===== src/rtl/clock_ctrl.sv =====
// clock_ctrl: set-mode FSM plus alarm FSM for a 24-hour alarm clock.
// Define CLOCK_CTRL_SNOOZE_EN to build the SNOOZE state and snooze counter.
module clock_ctrl #(
    parameter int RING_SECS   = 60,
    parameter int SNOOZE_SECS = 300,
    parameter int SET_TIMEOUT = 10,
    parameter int MAX_SNOOZE  = 3
) (
    input  logic       clk,
    input  logic       rst,
    input  logic       tick,
    input  logic       btn_mode,
    input  logic       btn_inc,
    input  logic       btn_alarm,
    input  logic       btn_snooze,
    input  logic [4:0] cur_h,
    input  logic [5:0] cur_m,
    input  logic [5:0] cur_s,
    input  logic [4:0] alm_h,
    input  logic [5:0] alm_m,
    output logic       inc_h,
    output logic       inc_m,
    output logic       alm_inc_h,
    output logic       alm_inc_m,
    output logic [2:0] mode,
    output logic       disp_alarm,
    output logic       alarm_armed,
    output logic       ring,
    output logic [1:0] snooze_cnt
);

    localparam int MAX_A = (RING_SECS > SNOOZE_SECS) ? RING_SECS : SNOOZE_SECS;
    localparam int MAX_P = (MAX_A > SET_TIMEOUT) ? MAX_A : SET_TIMEOUT;
    localparam int CNT_W = $clog2(MAX_P + 1);

    localparam logic [CNT_W-1:0] IDLE_LAST = CNT_W'(SET_TIMEOUT - 1);
    localparam logic [CNT_W-1:0] RING_LAST = CNT_W'(RING_SECS - 1);
    // The snooze limit is clamped to what the 2-bit snooze_cnt can show.
    localparam int               SNZ_LIMIT = (MAX_SNOOZE > 3) ? 3 : MAX_SNOOZE;
    localparam logic [1:0]       SNZ_MAX   = 2'(SNZ_LIMIT);

    localparam int E_MODE   = 0;
    localparam int E_INC    = 1;
    localparam int E_ALARM  = 2;
    localparam int E_SNOOZE = 3;

    typedef enum logic [2:0] {
        S_RUN    = 3'd0,
        S_SET_H  = 3'd1,
        S_SET_M  = 3'd2,
        S_SET_AH = 3'd3,
        S_SET_AM = 3'd4
    } set_state_t;

`ifdef CLOCK_CTRL_SNOOZE_EN
    localparam logic [CNT_W-1:0] SNOOZE_LAST = CNT_W'(SNOOZE_SECS - 1);
    typedef enum logic [1:0] {
        A_IDLE   = 2'd0,
        A_RING   = 2'd1,
        A_SNOOZE = 2'd2
    } alarm_state_t;
`else
    typedef enum logic [1:0] {
        A_IDLE = 2'd0,
        A_RING = 2'd1
    } alarm_state_t;
`endif

    logic [3:0]       btn_vec;
    logic [3:0]       btn_reg;
    logic [3:0]       btn_edge;
    logic             live_reg;

    set_state_t       set_reg, set_next;
    logic [CNT_W-1:0] idle_reg, idle_next;

    alarm_state_t     alarm_reg, alarm_next;
    logic [CNT_W-1:0] acnt_reg, acnt_next;
    logic             armed_reg, armed_next;
    logic [1:0]       snz_reg, snz_next;
    logic             trigger;

    logic             inc_h_reg, inc_m_reg, alm_inc_h_reg, alm_inc_m_reg;
    logic             disp_reg, ring_reg;

    assign btn_vec = {btn_snooze, btn_alarm, btn_inc, btn_mode};

    // live_reg masks edges for the first cycle after reset so that a button
    // held through reset release is absorbed into btn_reg without an event.
    for (genvar gi = 0; gi < 4; gi++) begin : g_edge
        assign btn_edge[gi] = btn_vec[gi] & ~btn_reg[gi] & live_reg;
    end

`ifndef CLOCK_CTRL_SNOOZE_EN
    logic unused_snooze;
    assign unused_snooze = btn_edge[E_SNOOZE] | (SNZ_MAX == 2'd0);
`endif

    // Set FSM: a mode edge always wins over a simultaneous idle timeout.
    always_comb begin
        set_next  = set_reg;
        idle_next = idle_reg;
        if (btn_edge[E_MODE]) begin
            idle_next = '0;
            case (set_reg)
                S_RUN:    set_next = S_SET_H;
                S_SET_H:  set_next = S_SET_M;
                S_SET_M:  set_next = S_SET_AH;
                S_SET_AH: set_next = S_SET_AM;
                default:  set_next = S_RUN;
            endcase
        end else if (set_reg != S_RUN) begin
            if (btn_edge[E_INC]) begin
                idle_next = '0;
            end else if (tick) begin
                if (idle_reg >= IDLE_LAST) begin
                    set_next  = S_RUN;
                    idle_next = '0;
                end else begin
                    idle_next = idle_reg + 1'b1;
                end
            end
        end
    end

    assign trigger = armed_reg & tick & (cur_h == alm_h) & (cur_m == alm_m) &
                     (cur_s == 6'd0);

    // Alarm FSM: dismiss has priority over snooze, snooze over the ring timeout.
    always_comb begin
        alarm_next = alarm_reg;
        acnt_next  = acnt_reg;
        armed_next = armed_reg;
        snz_next   = snz_reg;
        case (alarm_reg)
            A_IDLE: begin
                if (trigger) begin
                    alarm_next = A_RING;
                    acnt_next  = '0;
                    snz_next   = '0;
                end else if (btn_edge[E_ALARM] && (set_reg == S_RUN)) begin
                    armed_next = ~armed_reg;
                end
            end
            A_RING: begin
                if (btn_edge[E_ALARM]) begin
                    alarm_next = A_IDLE;
                    acnt_next  = '0;
`ifdef CLOCK_CTRL_SNOOZE_EN
                end else if (btn_edge[E_SNOOZE] && (snz_reg < SNZ_MAX)) begin
                    alarm_next = A_SNOOZE;
                    acnt_next  = '0;
                    snz_next   = snz_reg + 1'b1;
`endif
                end else if (tick) begin
                    if (acnt_reg >= RING_LAST) begin
                        alarm_next = A_IDLE;
                        acnt_next  = '0;
                    end else begin
                        acnt_next = acnt_reg + 1'b1;
                    end
                end
            end
`ifdef CLOCK_CTRL_SNOOZE_EN
            A_SNOOZE: begin
                if (btn_edge[E_ALARM]) begin
                    alarm_next = A_IDLE;
                    acnt_next  = '0;
                end else if (tick) begin
                    if (acnt_reg >= SNOOZE_LAST) begin
                        alarm_next = A_RING;
                        acnt_next  = '0;
                    end else begin
                        acnt_next = acnt_reg + 1'b1;
                    end
                end
            end
`endif
            default: begin
                alarm_next = A_IDLE;
                acnt_next  = '0;
            end
        endcase
    end

    always_ff @(posedge clk or posedge rst) begin
        if (rst) begin
            live_reg      <= 1'b0;
            btn_reg       <= '0;
            set_reg       <= S_RUN;
            idle_reg      <= '0;
            alarm_reg     <= A_IDLE;
            acnt_reg      <= '0;
            armed_reg     <= 1'b0;
            snz_reg       <= '0;
            inc_h_reg     <= 1'b0;
            inc_m_reg     <= 1'b0;
            alm_inc_h_reg <= 1'b0;
            alm_inc_m_reg <= 1'b0;
            disp_reg      <= 1'b0;
            ring_reg      <= 1'b0;
        end else begin
            live_reg      <= 1'b1;
            btn_reg       <= btn_vec;
            set_reg       <= set_next;
            idle_reg      <= idle_next;
            alarm_reg     <= alarm_next;
            acnt_reg      <= acnt_next;
            armed_reg     <= armed_next;
            snz_reg       <= snz_next;
            inc_h_reg     <= btn_edge[E_INC] && (set_reg == S_SET_H);
            inc_m_reg     <= btn_edge[E_INC] && (set_reg == S_SET_M);
            alm_inc_h_reg <= btn_edge[E_INC] && (set_reg == S_SET_AH);
            alm_inc_m_reg <= btn_edge[E_INC] && (set_reg == S_SET_AM);
            disp_reg      <= (set_next == S_SET_AH) || (set_next == S_SET_AM);
            ring_reg      <= (alarm_next == A_RING);
        end
    end

    assign inc_h       = inc_h_reg;
    assign inc_m       = inc_m_reg;
    assign alm_inc_h   = alm_inc_h_reg;
    assign alm_inc_m   = alm_inc_m_reg;
    assign mode        = set_reg;
    assign disp_alarm  = disp_reg;
    assign alarm_armed = armed_reg;
    assign ring        = ring_reg;
    assign snooze_cnt  = snz_reg;

endmodule


===== config.mk =====
export PLATFORM = sky130hd
export DESIGN_NAME = clock_ctrl
export DESIGN_NICKNAME = d
export VERILOG_FILES = /design/src/rtl/clock_ctrl.sv
export SDC_FILE = /design/constraint.sdc
export NUM_CORES = 1
export LEC_CHECK = 0
export CAP_MARGIN = 20
export CORE_ASPECT_RATIO = 0.5
export CORE_MARGIN = 5
export CORE_UTILIZATION = 47
export CTS_CLUSTER_SIZE = 25
export DETAILED_ROUTE_END_ITERATION = 8
export PLACE_DENSITY = 0.79
export SLEW_MARGIN = 0
export SYNTH_ARGS = -nofsm -noshare
export SYNTH_HDL_FRONTEND = slang
export SYNTH_SLANG_ARGS = --single-unit
export TNS_END_PERCENT = 1

===== constraint.sdc =====
create_clock -name clk -period 2.2 [get_ports clk]
set_clock_uncertainty 0.2 [all_clocks]
set_input_delay 0.44 -clock clk [delete_from_list [all_inputs] [get_ports clk]]
set_output_delay 0.44 -clock clk [all_outputs]
set_load 0.03 [all_outputs]

; ---- Yosys cells after proc, flatten, opt, wreduce, memory -nomap -nowiden
; Index checks and enable logic that the tools add are counted.
; W data, S select, Z words.
[totals]
register_bits = 34
output_inout_bits = 12
word_cells = 80
[classes]
add_sub_neg = 2
n_lt_le_gt_ge = 2
n_eq_ne = 12
n_mux = 21
bitwise = 15
reduce_logical = 15
[ops]
columns = op, n
row1 = $mux W9, 9
row2 = $add A9 B1 Y9 const B, 2
row3 = $pmux W9 S2, 1
row4 = $mux W3, 5
row5 = $pmux W3 S4, 1
row6 = $and A1 B1 Y1, 10
row7 = $eq A3 B2 Y1 const B, 3
row8 = $ge A9 B4 Y1 const B, 1
row9 = $ge A9 B6 Y1 const B, 1
row10 = $mux W2, 4
row11 = $eq A3 B3 Y1 const B, 2
row12 = $eq A6 B6 Y1, 1
row13 = $logic_not A6 Y1, 1
row14 = $reduce_bool A3 Y1, 2
row15 = $eq A5 B5 Y1, 1
row16 = $logic_and A1 B1 Y1, 5
row17 = $not A1 Y1, 5
row18 = $eq A2 B1 Y1 const B, 2
row19 = $pmux W2 S2, 1
row20 = $reduce_and A2 Y1, 2
row21 = $eq A3 B1 Y1 const B, 1
row22 = $logic_not A3 Y1, 1
row23 = $ne A3 B3 Y1 const B, 1
row24 = $reduce_and A3 Y1, 1
row25 = other kinds (4), 4

; ---- Depth between registers and ports, before layout
[logic_depth]
depth_word = 8
depth_mapped = 7

; ---- Least setup slack after synthesis
; No wires, ideal clock.
[synth_timing]
path_kind = input -> register
startpoint = input cur_s[0]
endpoint = register acnt_reg[1]
arrival_time_ns = 2.211
required_ns = 1.874
slack_ns = -0.338
stages = 5
path_buffers = 0
cell_sequence = or4_1 > or4_4 > o41ai_4 > and2_2 > o21ai_0
[synth_between]
elab_chain_cells = 4
[synth_rtl]
columns = item, line
row1 = from (decl), 18  ; input logic [5:0] cur_s,
row2 = $logic_not A6 Y1, 127  ; (cur_s == 6'd0);
row3 = $and A1 B1 Y1, 126  ; assign trigger = armed_reg & tick & (cur_h == alm_h) & (cur_m == alm_m) &
row4 = $ne A2 B2 Y1 (no line), -
row5 = $reduce_and A2 Y1 (no line), -
row6 = to (signal assigned), 208  ; acnt_reg <= acnt_next;
row7 = to (decl), 78  ; logic [CNT_W-1:0] acnt_reg, acnt_next;
; No other way between the ends.
; A chain may end at the register's enable or synchronous reset.

; ---- Worst setup path after layout
[layout_timing]
startpoint = input cur_s[0]
endpoint = register ring_reg (netlist: ring)
[layout_between]
elab_chain_cells = 5
[layout_rtl]
columns = item, line
row1 = $logic_not A6 Y1, 127
row2 = $and A1 B1 Y1, 126
row3 = $mux W2, 137  ; if (trigger) begin
row4 = $pmux W2 S2, 135  ; case (alarm_reg)
row5 = $eq A2 B1 Y1, 216  ; ring_reg <= (alarm_next == A_RING);
row6 = to (signal assigned), 216
row7 = to (decl), 84  ; logic disp_reg, ring_reg;
; No other way between the ends.

==> results by group <==
Outcome
  • Status: finished with violations
  • Failing checks: setup timing

Power
  • Maximum VDD drop: 406 µV
  • Final Power: 1900 µW
  • Logic gate share of total power: 0.279
  • Flop pwr share: 0.426
  • Pwr dens: 790 nW/µm²
  • Clock power frac: 0.295
  • P_sw: 608 µW
  • Pleak: 0.00104 µW
  • Pint: 1290 µW
  • Switch share: 0.320

Finish
  • Final core utilization: 0.701
  • Synthesis-to-finish area growth: 43.1%
  • Nets@finish: 262
  • # diodes: 0
  • Most used cells in the layout excluding fill and tap cells: clkdlybuf4s50_1 (37), dfrtp_1 (34), xnor2_1 (15), nor2_1 (15), buf_4 (11)
  • Layout cells sized above 1: 0.173
  • Final instance area: 2410 µm²
  • Most common cell after layout, fill and taps aside: clkdlybuf4s50_1

Timing
  • PnR worst setup slack: -0.0391 ns
  • F_max: 447 MHz
  • Fin crit period: 2.24 ns
  • Final Hold Viols: 0
  • Final Slew Violations: 0
  • RSZ-0062 raised after global routing: yes
  • Tcrit/Tclk final: 1.02
  • Setup violations, final: 3

Synth
  • Synthesized area: 1680 µm²
  • Avg Cell Area, Syn: 10.1 µm²
  • Async S/R FF share, synth: 1.00
  • Ys flop type: dfrtp_1
  • Synthesis warning total: 0
  • Post-Syn Instances: 167
  • FF+latch count, synth: 34
  • Sequential cell area fraction in the yosys report: 0.506
  • Post-synth EDFFs: 0
  • Distinct cell type count after synthesis: 36

Routing
  • Post-route antenna net violation count: 0
  • TritonRoute pass-1 iters: 4
  • DRC marker count from the first detailed-route iteration: 61
  • DRC: 0
  • DRT Wirelength: 4070 µm
  • WL per Instance: 14.8 µm
  • Drt via density: 5.44
  • DR vias: 1501

Placement
  • Cell Area, Placed: 2230 µm²
  • Number of I/O port buffers: 43
  • Post-Place Setup Slack: -0.643 ns
  • Gpl congestion: 0.824
  • Post-DP HPWL: 2950 µm

Clocking
  • CTS root buf: clkbuf_8
  • Num CTS Buffers: 5
  • Postcts setup bufs: 0
  • Clk_lat worst skew: 0.29 ns
  • CTS tree: built
  • Longest Clk Path Bufs: 2
  • H-tree Lvls: 2
  • Hold_buf cts: 0
  • Clk slew on worst S/H paths: 0.08 ns
  • Clock sink count: 34

Worst setup path
  • Buffers & Inverters on Critical Path: 1
  • Critical path's largest stage delay: 0.51 ns
  • Worst Setup End Kind: flip-flop
  • Crit path from: cur_s[0]
  • Crit Path Max Fanout: 2
  • CP max-delay cell: or4_4
  • FF-to-FF Start: acnt_reg[0]$_DFFE_PP0P_
  • Most numerous cell on the critical path: or4_4
  • Worst path required time: 2.19 ns
  • Startpoint class of the critical path: primary input
  • Crit-path cells: clkbuf_2 > or4_4 > or4_4 > nor4_1 > nand2b_1 > a31oi_2
  • Crit-path leading delay family: simple AND/OR/NAND/NOR gates
  • Arrival @ worst endpoint: 2.23 ns
  • Type of the worst setup path: primary input to flip-flop

GRT
  • Initial antenna violation count: 0
  • Vias in the first global route: 1449
  • Overflow after GRT: 0
  • First-pass GRT wire length: 6580 µm
  • Total track usage: 0.177
  • Largest net degree at the start of global routing: 35

Min path
  • Hold path start: acnt_reg[8]$_DFFE_PP0P_
  • Hold Crit Class: flip-flop to flip-flop

Die
  • Core area: 3430 µm²
  • Die Ht: 52.3 µm
  • DIE AREA: 4950 µm²
  • Initial Util: 0.490
  • Row count: 15
  • Ports: 47
  • Chip width: 94.6 µm

Run
  • Max Cap Viol: 0
[stage by stage]
step	hold WS (ns)	TNS [ns]	std cells
floorplan	0.235	-1.79	169
detailed placement	0.274	-8.06	267
finish	0.298	-0.0915	276
global placement	0.262	-7.53	267
global route	0.322	-0.458	276
CTS	0.296	-1.84	276
[final timing paths]
check,endpoint,slack [ns],depth (start not counted)
worst min-delay path,acnt_reg[8]$_DFFE_PP0P_,0.30,1
worst max register to register,acnt_reg[2]$_DFFE_PP0P_,0.02,6
max in group asynchronous,mode[2]$_DFF_PP0_,1.16,3
worst max-delay path,ring$_DFF_PP0_,-0.04,6
worst min register to register,acnt_reg[8]$_DFFE_PP0P_,0.30,1
min in group asynchronous,acnt_reg[8]$_DFFE_PP0P_,0.34,3
[power by group through the flow]
stage | registers (µW) | logic (µW) | clock network (µW)
finish | 811 | 531 | 561
floorplan | 868 | 239 | 0
global placement | 813 | 512 | 0
CTS | 810 | 532 | 570
detailed placement | 819 | 526 | 0
global route | 823 | 571 | 602
[routing by layer]
layer	track usage	part of all wire
met5	0	0
met2	0.314	0.51
met4	0.0742	0.026
met3	0.0516	0.058
met1	0.201	0.41
[area by class of cell]
cell class                 count  area, µm²
clock buffer                   7       76.3
tap                           51       63.8
inverter                       4       15.0
clock inverter                 1       30.0
fill                         253       1030
timing repair buffer          55        522
sequential                    34        851
multi-input combinational    124        851
[cell usage after synthesis, drive strengths merged (3+ instances only)]
| cell type | instances | area [µm²] |
|---|---|---|
| a21oi | 5 | 25.0 |
| a31oi | 8 | 50.1 |
| and2 | 4 | 26.3 |
| and3 | 4 | 25.0 |
| clkbuf | 5 | 18.8 |
| dfrtp | 34 | 851 |
| ha | 3 | 37.5 |
| inv | 4 | 15.0 |
| nand2 | 9 | 33.8 |
| nand2b | 5 | 31.3 |
| nand3 | 10 | 50.1 |
| nand3b | 3 | 22.5 |
| nand4 | 3 | 18.8 |
| nor2 | 15 | 56.3 |
| nor3 | 5 | 25.0 |
| o211ai | 3 | 22.5 |
| o21ai | 7 | 35.0 |
| o2bb2ai | 3 | 26.3 |
| or2 | 3 | 18.8 |
| xnor2 | 15 | 131 |
[timing repair]
| action | 4_1_cts | 5_1_grt |
|---|---|---|
| pin swaps | 6 | 6 |
| cloned | 1 | 0 |
| setup endpoints to repair | 12 | 20 |
| resized for setup | 19 | 12 |
[cell families (layout without fill, tap and decap cells)]
| family | Yosys count | count (layout) | synth area share |
|---|---|---|---|
| AOI/OAI and AO/OA | 34 | 34 | 0.143 |
| xor gates and xnor gates | 15 | 15 | 0.0781 |
| adders and majority gates | 3 | 3 | 0.0223 |
| buffers and inverters | 11 | 67 | 0.0290 |
| DFF | 34 | 34 | 0.506 |
| muxes | 1 | 1 | 0.00595 |
| other | 2 | 4 | 0.00446 |
| and+or+nand+nor | 67 | 67 | 0.211 |
Power figures use the tool's default switching activity.
